$ cat config.mk
export PLATFORM = sky130hd
export DESIGN_NAME = rv32_seq_alu
export DESIGN_NICKNAME = d
export VERILOG_FILES = /design/src/rtl/be_pkg.sv /design/src/rtl/iter_muldiv.sv /design/src/rtl/rv32_seq_alu.sv
export SDC_FILE = /design/constraint.sdc
export NUM_CORES = 1
export LEC_CHECK = 0
export CAP_MARGIN = 20
export CORE_ASPECT_RATIO = 0.5
export CORE_MARGIN = 1.5
export CORE_UTILIZATION = 40
export CTS_BUF_LIST = sky130_fd_sc_hd__clkbuf_8
export DETAILED_ROUTE_END_ITERATION = 10
export PLACE_DENSITY = 0.71
export RECOVER_POWER = 25
export SYNTH_ARGS = -nofsm -noshare
export SYNTH_HDL_FRONTEND = slang
export SYNTH_SLANG_ARGS = --single-unit
$ cat constraint.sdc
create_clock -name clk -period 3.31 [get_ports clk]
set_clock_uncertainty 0.1 [all_clocks]
set_input_delay 0.662 -clock clk [delete_from_list [all_inputs] [get_ports clk]]
set_output_delay 0.662 -clock clk [all_outputs]
set_load 0.02 [all_outputs]
$ cat src/rtl/be_pkg.sv
// be_pkg: back-end shared types for the sequential ALU.
// Holds the instruction mnemonic enum, the XLEN-independent ALU FSM state
// type and the list of M-extension mnemonics (is_m_op).
// The M extension is enabled by defining RV32I_M_EXT_EN.
package be_pkg;
  typedef enum logic [5:0] {
    LUI, AUIPC, JAL, JALR, BEQ, BNE, BLT, BGE, BLTU, BGEU,
    LB, LH, LW, LBU, LHU, SB, SH, SW,
    ADDI, SLTI, SLTIU, XORI, ORI, ANDI, SLLI, SRLI, SRAI,
    ADD, SUB, SLL, SLT, SLTU, XOR, SRL, SRA, OR, AND,
    FENCE, ECALL, EBREAK,
    MUL, MULH, MULHSU, MULHU, DIV, DIVU, REM, REMU,
    UNKNOWN = 6'h3f
  } RV32I_INSTRUCTION_MNEMONIC_t;

  typedef enum logic [1:0] {S_IDLE, S_CALC, S_DONE} alu_state_t;

  function automatic logic is_m_op(input RV32I_INSTRUCTION_MNEMONIC_t m);
    return m inside {MUL, MULH, MULHSU, MULHU, DIV, DIVU, REM, REMU};
  endfunction
endpackage

$ cat src/rtl/iter_muldiv.sv
// iter_muldiv: iterative XLEN-cycle multiply (radix-2 shift-add) and
// restoring divide on operand magnitudes, with a final sign fix.
// Ports: clk, rst_n (async active-low); i_start captures i_op/i_a/i_b;
// o_done is high in the last iteration cycle, when o_result is valid.
// Only instantiated when RV32I_M_EXT_EN is defined.
module iter_muldiv import be_pkg::*; #(
  parameter int XLEN    = 32,
  parameter int SHAMT_W = $clog2(XLEN)
) (
  input  logic                        clk,
  input  logic                        rst_n,
  input  logic                        i_start,
  input  RV32I_INSTRUCTION_MNEMONIC_t i_op,
  input  logic [XLEN-1:0]             i_a,
  input  logic [XLEN-1:0]             i_b,
  output logic                        o_done,
  output logic [XLEN-1:0]             o_result
);
  RV32I_INSTRUCTION_MNEMONIC_t r_op;
  logic                 r_run, r_neg, r_sa, r_bz;
  logic [SHAMT_W-1:0]   r_cnt;
  logic [XLEN-1:0]      r_hi, r_lo, r_b;
  logic                 w_sa, w_sb, w_mul, w_ge;
  logic [XLEN:0]        w_sum, w_sh, w_diff;
  logic [XLEN-1:0]      w_nhi, w_nlo, w_q, w_r;
  logic [2*XLEN-1:0]    w_prod;

  assign w_sa  = i_a[XLEN-1] && (i_op inside {MULH, MULHSU, DIV, REM});
  assign w_sb  = i_b[XLEN-1] && (i_op inside {MULH, DIV, REM});
  assign w_mul = r_op inside {MUL, MULH, MULHSU, MULHU};
  // multiply: {r_hi,r_lo} is the partial product with the multiplier in r_lo
  assign w_sum  = {1'b0, r_hi} + (r_lo[0] ? {1'b0, r_b} : '0);
  // divide: r_hi is the partial remainder, r_lo shifts dividend out / quotient in
  assign w_sh   = {r_hi, r_lo[XLEN-1]};
  assign w_diff = w_sh - {1'b0, r_b};
  assign w_ge   = !w_diff[XLEN];
  assign w_nhi  = w_mul ? w_sum[XLEN:1] : (w_ge ? w_diff[XLEN-1:0] : w_sh[XLEN-1:0]);
  assign w_nlo  = w_mul ? {w_sum[0], r_lo[XLEN-1:1]} : {r_lo[XLEN-2:0], w_ge};
  // result is taken from the final step's next values, so it is ready in the last cycle
  assign w_prod = r_neg ? -{w_nhi, w_nlo} : {w_nhi, w_nlo};
  assign w_q    = r_bz ? '1 : (r_neg ? -w_nlo : w_nlo);
  assign w_r    = r_sa ? -w_nhi : w_nhi;
  assign o_done = r_run && (r_cnt == SHAMT_W'(XLEN-1));
  assign o_result = w_mul ? ((r_op == MUL) ? w_prod[XLEN-1:0] : w_prod[2*XLEN-1:XLEN])
                          : ((r_op inside {DIV, DIVU}) ? w_q : w_r);

  always_ff @(posedge clk or negedge rst_n) begin
    if (!rst_n) begin
      r_op  <= MUL;
      r_run <= 1'b0;
      r_neg <= 1'b0;
      r_sa  <= 1'b0;
      r_bz  <= 1'b0;
      r_cnt <= '0;
      r_hi  <= '0;
      r_lo  <= '0;
      r_b   <= '0;
    end else if (i_start) begin
      r_op  <= i_op;
      r_run <= 1'b1;
      r_neg <= w_sa ^ w_sb;
      r_sa  <= w_sa;
      r_bz  <= (i_b == '0);
      r_cnt <= '0;
      r_hi  <= '0;
      r_lo  <= w_sa ? -i_a : i_a;
      r_b   <= w_sb ? -i_b : i_b;
    end else if (r_run) begin
      r_hi  <= w_nhi;
      r_lo  <= w_nlo;
      r_cnt <= r_cnt + 1'b1;
      r_run <= !o_done;
    end
  end
endmodule

$ cat src/rtl/rv32_seq_alu.sv
// rv32_seq_alu: sequential RV32I ALU with valid/ready handshakes.
// Ports: clk, rst_n (async active-low); in_valid/in_ready with mnemonic,
// a, b (pre-muxed), rs1, rs2, imm (raw); out_valid/out_ready with
// registered out and cond_jump; busy high while iterating (CALC).
// Define RV32I_M_EXT_EN to add iterative multiply/divide (XLEN+1 latency);
// otherwise M mnemonics behave as unknown ops.
module rv32_seq_alu import be_pkg::*; #(
  parameter int XLEN    = 32,
  parameter int SHAMT_W = $clog2(XLEN)
) (
  input  logic                        clk,
  input  logic                        rst_n,
  input  logic                        in_valid,
  output logic                        in_ready,
  input  RV32I_INSTRUCTION_MNEMONIC_t mnemonic,
  input  logic [XLEN-1:0]             a,
  input  logic [XLEN-1:0]             b,
  input  logic [XLEN-1:0]             rs1,
  input  logic [XLEN-1:0]             rs2,
  input  logic [XLEN-1:0]             imm,
  output logic                        out_valid,
  input  logic                        out_ready,
  output logic [XLEN-1:0]             out,
  output logic                        cond_jump,
  output logic                        busy
);
  alu_state_t          r_state, w_next, w_launch;
  logic [XLEN-1:0]     r_out, w_sc_out, w_md_res;
  logic                r_cj, w_cj, w_xfer, w_is_m, w_md_done;
  logic                w_eq, w_lt_s, w_lt_u;
  logic [SHAMT_W-1:0]  w_shamt;

  assign w_xfer  = in_valid && in_ready;
  assign w_eq    = rs1 == rs2;
  assign w_lt_s  = $signed(rs1) < $signed(rs2);
  assign w_lt_u  = rs1 < rs2;
  assign w_shamt = b[SHAMT_W-1:0];
  assign w_cj = (mnemonic == BEQ)  ? w_eq    :
                (mnemonic == BNE)  ? !w_eq   :
                (mnemonic == BLT)  ? w_lt_s  :
                (mnemonic == BGE)  ? !w_lt_s :
                (mnemonic == BLTU) ? w_lt_u  :
                (mnemonic == BGEU) ? !w_lt_u : 1'b0;

  always_comb begin
    w_sc_out = '0;
    case (mnemonic)
      ADD, ADDI, LB, LH, LW, LBU, LHU, SB, SH, SW, JAL, JALR: w_sc_out = a + b;
      SUB:         w_sc_out = a - b;
      XOR, XORI:   w_sc_out = a ^ b;
      OR, ORI:     w_sc_out = a | b;
      AND, ANDI:   w_sc_out = a & b;
      SLL, SLLI:   w_sc_out = a << w_shamt;
      SRL, SRLI:   w_sc_out = a >> w_shamt;
      SRA, SRAI:   w_sc_out = XLEN'($signed(a) >>> w_shamt);
      LUI:         w_sc_out = imm << 12;
      AUIPC:       w_sc_out = a + (imm << 12);
      SLT:         w_sc_out = XLEN'(w_lt_s);
      SLTU:        w_sc_out = XLEN'(w_lt_u);
      SLTI:        w_sc_out = XLEN'($signed(rs1) < $signed(imm));
      SLTIU:       w_sc_out = XLEN'(rs1 < imm);
      default:     w_sc_out = '0;
    endcase
  end

`ifdef RV32I_M_EXT_EN
  assign w_is_m = is_m_op(mnemonic);
  iter_muldiv #(.XLEN(XLEN), .SHAMT_W(SHAMT_W)) u_muldiv (
    .clk      (clk),
    .rst_n    (rst_n),
    .i_start  (w_xfer && w_is_m),
    .i_op     (mnemonic),
    .i_a      (a),
    .i_b      (b),
    .o_done   (w_md_done),
    .o_result (w_md_res)
  );
`else
  assign w_is_m    = 1'b0;
  assign w_md_done = 1'b0;
  assign w_md_res  = '0;
`endif

  always_comb begin
    w_next    = r_state;
    w_launch  = S_DONE;
    in_ready  = 1'b0;
    out_valid = 1'b0;
    busy      = 1'b0;
    if (w_is_m) w_launch = S_CALC;
    case (r_state)
      S_IDLE: begin
        in_ready = 1'b1;
        if (in_valid) w_next = w_launch;
      end
      S_CALC: begin
        busy = 1'b1;
        if (w_md_done) w_next = S_DONE;
      end
      S_DONE: begin
        out_valid = 1'b1;
        in_ready  = out_ready;
        if (out_ready) w_next = in_valid ? w_launch : S_IDLE;
      end
      default: w_next = S_IDLE;
    endcase
  end

  always_ff @(posedge clk or negedge rst_n) begin
    if (!rst_n) begin
      r_state <= S_IDLE;
      r_out   <= '0;
      r_cj    <= 1'b0;
    end else begin
      r_state <= w_next;
      if (w_xfer) begin
        r_out <= w_sc_out;
        r_cj  <= w_cj;
      end else if (w_md_done) begin
        r_out <= w_md_res;
      end
    end
  end

  assign out       = r_out;
  assign cond_jump = r_cj;
endmodule

# Yosys cells after proc, flatten, opt, wreduce, memory -nomap -nowiden
# Cells that the tools add are included.
dict set report op_classes {
  add_sub_neg 3
  magnitude_cmp 4
  eq_ne 41
  shift 3
  n_mux 14
  bitwise_logic 4
  n_reduce_logical 14
}
# op count
set op_table {}
lappend op_table {{32-bit case mux with 14 select lines} 1}
lappend op_table {{32-bit less-than comparator} 4}
lappend op_table {{6-bit by 5-bit == test with 1-bit output, second input constant} 16}
lappend op_table {{32-bit adder} 2}
lappend op_table {{6-bit by 4-bit == test with 1-bit output, second input constant} 8}
lappend op_table {{32-bit bitwise AND} 1}
lappend op_table {{32-bit == test} 1}
lappend op_table {{32-bit OR} 1}
lappend op_table {{32-bit by 5-bit << shifter with 32-bit output} 1}
lappend op_table {{32-bit by 5-bit right shift with 32-bit output} 1}
lappend op_table {{32-bit by 5-bit >>> shifter with 32-bit output} 1}
lappend op_table {{32-bit subtractor} 1}
lappend op_table {{32-bit bitwise XOR} 1}
lappend op_table {{6-bit == test, second input constant} 5}
lappend op_table {{6-bit by 3-bit == test with 1-bit output, second input constant} 4}
lappend op_table {{6-bit by 2-bit == test with 1-bit output, second input constant} 2}
lappend op_table {{12-bit OR reduction} 1}
lappend op_table {{2-bit OR reduction} 6}
lappend op_table {{1-bit two-way mux} 8}
lappend op_table {{6-bit by 1-bit == test with 1-bit output, second input constant} 1}
lappend op_table {{6-bit logical NOT} 1}
lappend op_table {{2-bit two-way mux} 3}
lappend op_table {{2-bit case mux with 3 select lines} 1}
lappend op_table {{2-bit inequality test, second input constant} 2}
lappend op_table {{other kinds (8)} 10}
dict set report totals {
  regBits 35
  input_bits 170
  out_inout_bits 36
  elab_cells 86
}

# Longest topological paths before layout
dict set report logic_depth {
  word_depth 8
  depth_mapped 20
  depth_no_buf 17
}

# Worst setup path after synthesis
# OpenSTA, ideal clock, no wires.
dict set report synth_timing {
  kind {input-to-reg}
  startpoint {input port b[1]}
  endpoint {register r_out[25] (netlist: out[25])}
  setup_ns 0.126
  arrival_ns 4.337
  t_required_ns 3.084
  setup_slack_ns -1.253
  stages 19
  n_path_buf 4
  path_cell_list {buf_6 inv_1 buf_2 buf_2 ha_1 nand4_1 or3_1 o21ai_0 xnor2_1 ha_1 clkbuf_1 a211oi_1 o21ai_0 a211oi_1 nor2_1 a211o_1 a21oi_1 nor4b_1 o32a_1}
}
dict set report synth_between {
  elab_chain_len 2
  word_cells_on_any_way 6
  classes_between {add/sub (2); shift (3); mux (1)}
}
# item line
set synth_lines {}
lappend synth_lines {{start, declared} rv32_seq_alu.sv:17} ;# input logic [XLEN-1:0] b,
lappend synth_lines {{32-bit subtractor, or another cell as far along} rv32_seq_alu.sv:49} ;# SUB: w_sc_out = a - b;
lappend synth_lines {{32-bit case mux with 14 select lines *} rv32_seq_alu.sv:47} ;# case (mnemonic)
lappend synth_lines {{end signal, assigned} rv32_seq_alu.sv:117} ;# r_out <= w_sc_out;
lappend synth_lines {{end signal, assigned} rv32_seq_alu.sv:120} ;# r_out <= w_md_res;
lappend synth_lines {{end, declared} rv32_seq_alu.sv:28} ;# logic [XLEN-1:0] r_out, w_sc_out, w_md_res;
# Every way passes the cells marked *; elsewhere a longest branch is shown, timed or not.
# A chain may end at the register's enable or synchronous reset.

# Worst setup path in the final report
dict set report layout_timing {
  startpoint {input port b[0]}
  endpoint {register r_out[25] (netlist: out[25])}
}
# The elaborated chain is that of the path after synthesis.

==> results.yml <==
status:
  status: "finished, violations left"
  violations: "capacitance limit, slew limit, setup timing"
floorplan:
  core-area_um2: 29500
  dieArea_um2: 31600
  fp.dieW_um: 250
  starting_utilization_of_the_core_area: 0.414
  fp-row-count: 44
  die_h_um: 126
  pin_count: 206
global_routing:
  track_usage: 0.403
  grt_max_degree: 72
  first_global_vias: 15800
  grt-ovfl-total: 0
  grt_pass1_wl_mm: 96.4
  antenna_found_initial: 1
logic_synthesis:
  synth_enable_flop_cells: 0
  synth_compound_gate_area_share: 0.291
  synth_xor_area_frac: 0.0445
  synth_flop_cell: "dfrtp_1"
  asyncSetResetFlopFracSynth: 1.00
  number_of_warnings_printed_during_yosys_synthesis: 0
  synthCells: 1626
  synthesis.area_per_instance_um2: 7.50
  net_count_synth: 1977
  combinational_family_with_the_most_area_after_synthesis: "compound AO/OA/AOI/OAI gates"
  synth_register_bits: 34
  synth.area.top_cells: "ha_1, mux4_2, dfrtp_1, o21ai_0, nor2_1"
  yosys-mux-area-fraction: 0.135
  synth_seq_area_share: 0.0698
  synth_top_area_cell: "ha_1"
  synth_fa_ha_area_frac: 0.187
  yosysTopAreaCellShare: 0.184
  netlist-cell-type-count: 92
  syn_area_um2: 12200
  synth_simple_gate_area_share: 0.189
placement:
  gpl.final_weighted_congestion: 1.05
  dp_hpwl_mm: 54.4
  buffer_ports.inserted: 204
  dpl_worst_slack_ns: -1.42
  post_place_instance_area_um2: 18700
  dpl.cell_count: 2685
clocking:
  clk-insertion-delay-late_ns: 0.33
  ctsHtreeMaxLevel: 2
  tritoncts.num_buffers: 5
  cts_num_sinks: 34
  clockBufferDepth: 2
  clk_pin_slew_worst_paths_ns: 0.10
  tritoncts: "done"
  clock-root-buffer: "clkbuf_8"
sta:
  setup_ws_ns: -0.826
  post-route-period-util: 1.25
  finalHoldWorstSlack_ns: 0.394
  relSlewSlack: -0.586
  upper_clock_frequency_limit_mhz: 242
  unrepaired_setup_endpoints_after_global_routing: "yes"
  maxSlewViolCount: 35
  setup_viol: 23
  timing_hold_violations_final: 0
  worst_pin_slew_ns: 2.38
  final_critical_delay_including_setup_and_external_delays_ns: 4.14
power:
  power.leakage_nw: 9.31
  cellPowerDensity_nw_per_um2: 210
  power.switching_fraction: 0.464
  seq_power_share: 0.127
  power.ir.vdd_worst_uv: 160
  power.share.clock: 0.092
  totalPowerFinal_mw: 4.17
  power_frac_comb: 0.781
  internal_power_mw: 2.24
  total_switching_power_mw: 1.93
layout:
  area_growth_pct: 62.7
  num-nets-final: 2694
  share_of_post_route_cells_with_drive_strength_above_1: 0.348
  final_design_area_no_fill_um2: 19800
  antenna-diode-count: 0
  layout.cells.non_filler: 2735
drt:
  drc: 0
  detail_route.iter0.violations: 2070
  vias_per_cell: 6.04
  detail-route-antenna-nets: 0
  routedWlPerCell_um: 24.1
  total_number_of_vias: 16500
  drt-total-wl_mm: 65.9
  pre_antenna_drt_iters: 8
setup_path:
  endpoint_kind: "flip-flop"
  cpLargestDelayFamily: "simple AND/OR/NAND/NOR gates"
  worst_ep_arrival_time_ns: 4.32
  cell_chain_critical_path: "buf_6, or4_4, nor4_4, and2b_2, buf_4, a21oi_2, xnor2_1, ha_1, or2_4, and2_4, a211oi_4, nor2_1, a211o_1, a21oi_2, buf_4, a41o_1, o32a_1"
  cp_slowest_stage_delay_ns: 0.59
  crit_type: "primary input to flip-flop"
  worstPathBufferInverterCount: 3
  critical-path-slowest-cell: "or4_4"
  critical_path_required_ns: 3.49
  setup.worst_path.start_class: "primary input"
  path_max_fanout: 5
hold_path:
  min_path_type: "flip-flop to flip-flop"
flow_run:
  drv.max_cap_violation_count: 1
## cell type report
type,count,area (um^2)
clock buffers,6,82.6
well taps,391,489
repair buffers,808,6820
fillers,2556,9620
clock inverters,2,8.76
inverters,147,552
flip-flops and latches,34,851
multi-input cells,1347,11000
## state kept, by name (all words and copies together) (netlist names)
signal and flops:
r_state 1, out 32, cond_jump 1
## synth_stat cells (23+ instances only)
cell type,n
a221oi_1,26
clkbuf_1,51
a21oi_1,97
nor2_1,150
a31oi_1,29
inv_1,145
buf_2,27
ha_1,179
o21ai_0,123
nand4_1,23
nor3_1,42
a211oi_1,26
xnor2_1,44
dfrtp_1,34
a21o_1,26
mux2i_1,46
nand2_1,125
mux4_2,43
## stage by stage
stage,util,setup TNS (ns)
floorplan,-,-15.03
global placement,0.637,-30.19
detailed placement,0.637,-31.95
CTS,0.663,-8.89
global route,0.674,-15.43
finish,0.674,-13.59
## power groups by stage
stage / Sequential (mW) / Combinational [mW] / Clock [mW]
after detailed placement: 0.537 / 2.96 / 0
after global routing: 0.538 / 3.44 / 0.403
final: 0.531 / 3.25 / 0.383
after floorplan: 0.613 / 1.31 / 0
after CTS: 0.530 / 3.09 / 0.385
after global placement: 0.536 / 2.93 / 0
## cell families after synthesis
group / count (synthesis)
flip-flops: 34
AND/OR/NAND/NOR: 475
multiplexers: 107
AO/OA/AOI/OAI: 521
buffers and inverters: 245
other: 1
XOR/XNOR: 62
adder cells (fa/ha/maj): 181
## path summary, 6_finish.rpt
check	start	end	slack [ns]	cells past startpoint
min	out[12]	out[12]	0.39	1
min reg2reg	out[12]	out[12]	0.39	1
max	b[0]	out[25]	-0.83	17
min in group asynchronous	rst_n	out[28]	0.93	1
max in group asynchronous	rst_n	out[19]	0.80	1
max reg2reg	r_state[1]	out[24]	0.49	10
## placed cells by master (no fill, tap or decap), types with 11 or more instances in the layout
cell type,Yosys,layout
buf_4,5,570
clkdlybuf4s50_1,0,181
ha_1,179,173
inv_1,145,144
nor2_1,150,142
nand2_1,125,120
o21ai_0,123,102
a21oi_1,97,85
mux2i_1,46,46
mux4_2,43,43
xnor2_1,44,41
dfrtp_1,34,34
nor3_1,42,33
a21o_1,26,26
a31oi_1,29,25
nand4_1,23,23
a221oi_1,26,23
a211oi_1,26,22
buf_6,6,21
nand3_1,22,20
o21ai_1,7,19
o21a_1,19,19
o211ai_1,19,19
xor2_1,18,18
mux2_2,16,16
a222oi_1,14,14
o22ai_1,14,14
buf_12,0,13
a22oi_1,12,12
a21oi_2,0,11
nand2b_1,11,11
## metal layers
metal | track usage | share of wire | vias to the layer above
met5 | 0 | 0.00018 | -
met4 | 0.120 | 0.033 | 2
met3 | 0.129 | 0.12 | 142
met2 | 0.621 | 0.43 | 887
met1 | 0.539 | 0.42 | 7918
li1 | - | - | 7573
## timing repair
item,in CTS,in global routing
buffers inserted,26,16
hold buffers,0,0
endpoints found under the setup margin,31,32
gates resized for setup,159,56
cloned,1,1
endpoints found under the hold margin,0,0
pin swaps,91,37
(Power assumes the default switching activity.)
